$ cat src/rtl/mem_arbiter.sv
// Shares one single-port memory between an instruction-fetch port and a data port.
// One access is in flight at a time. Data has priority, but fetch waits at most STARVE_LIMIT data grants.
module mem_arbiter #(
    parameter int STARVE_LIMIT = 4
) (
    input  logic        clk,
    input  logic        rst_n,
    input  logic        i_req,
    input  logic [31:0] i_addr,
    output logic        i_gnt,
    output logic        i_rvalid,
    output logic [31:0] i_rdata,
    input  logic        d_req,
    input  logic        d_we,
    input  logic [3:0]  d_be,
    input  logic [31:0] d_addr,
    input  logic [31:0] d_wdata,
    output logic        d_gnt,
    output logic        d_rvalid,
    output logic [31:0] d_rdata,
    output logic        mem_req,
    output logic        mem_we,
    output logic [3:0]  mem_be,
    output logic [31:0] mem_addr,
    output logic [31:0] mem_wdata,
    input  logic        mem_rvalid,
    input  logic [31:0] mem_rdata,
    output logic        err_spurious
);
    localparam int CW = (STARVE_LIMIT < 1) ? 1 : $clog2(STARVE_LIMIT + 1);
    localparam logic [CW-1:0] LIMIT = CW'(STARVE_LIMIT);

    typedef enum logic [1:0] {IDLE, BUSY, RESP} state_t;
    // The owner and the we bit are kept together as one transaction kind.
    typedef enum logic [1:0] {TXN_FETCH, TXN_LOAD, TXN_STORE} txn_t;

    state_t        state_reg, state_next;
    txn_t          txn_reg, txn_next;
    logic [CW-1:0] starve_reg, starve_next;
    logic [31:0]   i_rdata_reg, d_rdata_reg;
    logic          err_reg;
    logic          fetch_wins;
    logic          unused_addr_bits;

    // The memory is word addressed, so the byte offset never reaches it.
    assign unused_addr_bits = ^{i_addr[1:0], d_addr[1:0]};

    assign fetch_wins = i_req && (!d_req || starve_reg == LIMIT);

    always_comb begin
        state_next = state_reg;
        txn_next   = txn_reg;
        i_gnt      = 1'b0;
        d_gnt      = 1'b0;
        i_rvalid   = 1'b0;
        d_rvalid   = 1'b0;
        case (state_reg)
            IDLE: begin
                // Grants are combinational from the request, so they are masked while reset is held.
                if (rst_n) begin
                    if (fetch_wins) begin
                        i_gnt      = 1'b1;
                        txn_next   = TXN_FETCH;
                        state_next = BUSY;
                    end else if (d_req) begin
                        d_gnt      = 1'b1;
                        txn_next   = d_we ? TXN_STORE : TXN_LOAD;
                        state_next = BUSY;
                    end
                end
            end
            BUSY: begin
                if (mem_rvalid) state_next = RESP;
            end
            RESP: begin
                i_rvalid   = (txn_reg == TXN_FETCH);
                d_rvalid   = (txn_reg != TXN_FETCH);
                state_next = IDLE;
            end
            default: state_next = IDLE;
        endcase
    end

    always_comb begin
        starve_next = starve_reg;
        if (!i_req || i_gnt)
            starve_next = '0;
        else if (d_gnt && starve_reg != LIMIT)
            starve_next = starve_reg + CW'(1);
    end

    always_comb begin
        mem_req   = i_gnt | d_gnt;
        mem_we    = 1'b0;
        mem_be    = 4'h0;
        mem_addr  = 32'h0;
        mem_wdata = 32'h0;
        if (i_gnt) begin
            mem_be   = 4'hF;
            mem_addr = {i_addr[31:2], 2'b00};
        end else if (d_gnt) begin
            mem_we    = d_we;
            mem_be    = d_we ? d_be : 4'hF;
            mem_addr  = {d_addr[31:2], 2'b00};
            mem_wdata = d_wdata;
        end
    end

    always_ff @(posedge clk or negedge rst_n) begin
        if (!rst_n) begin
            state_reg  <= IDLE;
            txn_reg    <= TXN_FETCH;
            starve_reg <= '0;
        end else begin
            state_reg  <= state_next;
            txn_reg    <= txn_next;
            starve_reg <= starve_next;
        end
    end

    // Responses outside BUSY never reach the read-data registers and only raise the sticky error flag.
    always_ff @(posedge clk or negedge rst_n) begin
        if (!rst_n) begin
            i_rdata_reg <= 32'h0;
            d_rdata_reg <= 32'h0;
            err_reg     <= 1'b0;
        end else begin
            if (state_reg == BUSY && mem_rvalid) begin
                if (txn_reg == TXN_FETCH) i_rdata_reg <= mem_rdata;
                else                      d_rdata_reg <= mem_rdata;
            end
            if (mem_rvalid && state_reg != BUSY) err_reg <= 1'b1;
        end
    end

    assign i_rdata      = i_rdata_reg;
    assign d_rdata      = d_rdata_reg;
    assign err_spurious = err_reg;
endmodule

$ cat config.mk
export PLATFORM = sky130hd
export DESIGN_NAME = mem_arbiter
export DESIGN_NICKNAME = d
export VERILOG_FILES = /design/src/rtl/mem_arbiter.sv
export SDC_FILE = /design/constraint.sdc
export NUM_CORES = 1
export LEC_CHECK = 0
export CAP_MARGIN = 15
export CORE_ASPECT_RATIO = 1.2
export CORE_MARGIN = 2
export CORE_UTILIZATION = 31
export CTS_CLUSTER_DIAMETER = 120
export DETAILED_ROUTE_END_ITERATION = 7
export PLACE_DENSITY_LB_ADDON = 0.05
export SLEW_MARGIN = 0
export SYNTH_ARGS = -nofsm -noshare
export SYNTH_HDL_FRONTEND = slang
export SYNTH_SLANG_ARGS = --single-unit
$ cat constraint.sdc
create_clock -name clk -period 1.8 [get_ports clk]
set_input_delay 0.36 -clock clk [delete_from_list [all_inputs] [get_ports clk]]
set_output_delay 0.36 -clock clk [all_outputs]
set_load 0.02 [all_outputs]
==> results.json <==
{
  "synthAdderAreaFrac": 0.00677,
  "period_share": 1.29,
  "r2r-end": "txn_reg[1]",
  "p_comb_frac": 0.530,
  "powerDensity_mw_per_mm2": 1150,
  "cp-end-kind": "output pin",
  "htreeDepth": 3,
  "power.leakage_nw": 3.46,
  "ys_types": 34,
  "final_core_util": 0.717,
  "fp.dieH_um": 124,
  "worstSkewPairLatency_ps": 330,
  "setup_viol": 70,
  "synthMuxAreaShare": 0.195,
  "clock_power_share": 0.183,
  "tightest_slew_ps": 785,
  "start_util": 0.318,
  "drive_gt1_frac": 0.482,
  "cp_data_required_time_ps": 1440,
  "power.internal_mw": 6.22,
  "timing.max_slew.rel_slack": 0.477,
  "overflow": 0,
  "first_pass_iters": 4,
  "finalClockSkew_ps": 6.04,
  "crit_path_start_kind": "flop",
  "grtUsageTotal": 0.239,
  "nNetsFinal": 803,
  "drt-initial-drc-count": 174,
  "hold_class": "input port to asynchronous set/reset pin",
  "ys_ff_latch": 72,
  "pwr-share-seq": 0.287,
  "wl_per_cell_um": 19.5,
  "synth_cells": 344,
  "numCtsBuffers": 9,
  "portBuffers": 270,
  "drt-total-wl_um": 16100,
  "vias_per_cell": 4.98,
  "hold_violations": 0,
  "drv_slew": 0,
  "synth-compound-area-share": 0.0741,
  "grt_pass1_vias": 4368,
  "vias": 4106,
  "status": "complete, but fails checks",
  "holdWs_ps": 78.2,
  "avgSynthCellArea_um2": 10.7,
  "synth_top_family_by_area": "multiplexers",
  "max_cap_violations": 0,
  "fmax_ghz": 0.432,
  "numClockSinks": 72,
  "io_pins": 277,
  "grt_max_degree": 64,
  "syn2layout_area_growth_pct": 125,
  "crit_arrival_ps": 1960,
  "ff2ff_setup_slack_ps": 120,
  "drt_drc_violations_left": 0,
  "grt_pass1_wl_um": 23800,
  "die-area_mm2": 0.0128,
  "cp_max_fo": 9,
  "post-route-min-period_ps": 2320,
  "yosys.area_share.simple": 0.178,
  "switchingPower_mw": 3.37,
  "clock_path_buffers": 2,
  "root_buffer": "clkbuf_16",
  "finalWorstSetupSlack_ps": -516,
  "dp_hpwl_um": 10700,
  "rsz0062_at_grt": "true",
  "antenna_found_initial": 0,
  "path_class": "flop to output pin",
  "startpoint": "starve_reg[0]",
  "vdd_ir_drop_max_mv": 1.03,
  "antenna_cells": 0,
  "cts_tree": "built",
  "r2r_cells": 8,
  "reg2reg_from": "starve_reg[0]",
  "violations": "negative setup slack",
  "yosysWarningCount": 0,
  "syn_area_mm2": 0.00370,
  "clk_pin_slew_ps": 60,
  "final.fill_count": 815,
  "num_rows": 43,
  "switching_share": 0.351,
  "die_w_um": 104,
  "synthXorXnorAreaFrac": 0,
  "ant_nets": 0,
  "place_congestion": 0.815,
  "core_mm2": 0.0116,
  "ys_seq_area_frac": 0.487
}
[cells in the final DEF, fill, tap and decap left out, types with 7 or more instances in the layout]
cell             netlist  layout
buf_4                  3      41
inv_1                  9       7
buf_8                  0       9
o21ai_4                0      30
buf_12                 0       9
and2_4                 0      33
clkbuf_16              0      11
nand4_1               30      30
clkdlybuf4s50_1        0     196
mux2_2                62      62
buf_6                  4      77
nand3_2                0      21
dfrtp_1               72      72
[cell families after synthesis]
logic type | Yosys count
adder cells (fa/ha/maj) | 2
buffers and inverters | 44
AO/OA/AOI/OAI | 47
AND/OR/NAND/NOR | 114
flip-flops | 72
other | 1
multiplexers | 64
[how the worst max path moves through the flow]
stage	endpoint
after global placement	mem_wdata[7]
after detailed placement	mem_wdata[2]
final	mem_wdata[5]
after CTS	mem_wdata[13]
after floorplan	mem_wdata[10]
after global routing	mem_wdata[7]
[cell usage after synthesis, drive strengths merged]
| cell | number | area, um^2 |
|---|---|---|
| buf | 14 | 103 |
| nand4 | 30 | 188 |
| mux2 | 64 | 721 |
| and3b | 1 | 8.76 |
| o21a | 2 | 15.0 |
| nor3 | 3 | 15.0 |
| a21o | 1 | 7.51 |
| nand4b | 1 | 8.76 |
| a211oi | 1 | 20.0 |
| nand3 | 30 | 150 |
| nor2 | 7 | 26.3 |
| a31oi | 3 | 18.8 |
| or2b | 1 | 7.51 |
| a22o | 1 | 8.76 |
| inv | 9 | 33.8 |
| and2 | 34 | 213 |
| nand2 | 3 | 11.3 |
| or3b | 1 | 8.76 |
| o31ai | 1 | 7.51 |
| dfrtp | 72 | 1800 |
| clkbuf | 21 | 78.8 |
| a21oi | 2 | 10.0 |
| conb | 1 | 3.75 |
| nor3b | 1 | 7.51 |
| o22ai | 1 | 6.26 |
| ha | 2 | 25.0 |
| o21ai | 34 | 170 |
| nand2b | 1 | 6.26 |
| a21bo | 1 | 10.0 |
| nor2b | 1 | 6.26 |
[worst max-delay path: stages, from the launching register on]
cell and delay (ps):
dfrtp_1 370, inv_2 60, ha_4 160, a21bo_4 240, a211oi_4 210, buf_6 180, clkbuf_16 160, and2_4 140
buf_6 110
[power by group through the flow]
stage	logic [mW]	clock network, mW	registers [mW]
2_1_floorplan	1.31	0	3.66
3_3_place_gp	4.57	0	2.73
3_5_place_dp	4.61	0	2.79
4_1_cts	5.12	1.80	2.77
5_1_grt	5.33	1.87	2.87
6_report	5.09	1.75	2.75
[through the flow]
| step | instances | power, mW | TNS, ps | area [um^2] | worst slack, ps |
|---|---|---|---|---|---|
| after floorplan | 345 | 4.96 | -4910 | 4140 | -183 |
| after global placement | 775 | 7.30 | -60960 | 7170 | -860 |
| after detailed placement | 775 | 7.40 | -62010 | 7170 | -886 |
| after CTS | 824 | 9.69 | -31800 | 8240 | -513 |
| after global routing | 825 | 10.1 | -35730 | 8340 | -584 |
| final | 825 | 9.59 | -30670 | 8340 | -516 |
[routing by layer]
metal	vias up	track usage	routed length, um
met5	-	0	0
met4	0	0.101	408
met3	37	0.0686	1150
met2	185	0.443	8730
met1	2016	0.258	5810
li1	1868	-	-
[cell type report]
class | instances | area [um^2] | share of cell area
Clock buffer | 10 | 229 | 0.0275
Clock inverter | 6 | 70.1 | 0.00840
Inverter | 9 | 33.8 | 0.00405
Multi-Input combinational cell | 229 | 2320 | 0.278
Sequential cell | 72 | 1800 | 0.216
Tap cell | 157 | 196 | 0.0236
Timing Repair Buffer | 342 | 3680 | 0.442
[timing repair]
action / CTS / global route
pin swaps: 40 / 17
endpoints found under the setup margin: 72 / 73
hold buffers: 0 / 0
gates resized for setup: 487 / 55
setup buffers: 23 / 7
gates cloned: 10 / 2
Power figures use the tool's default switching activity.
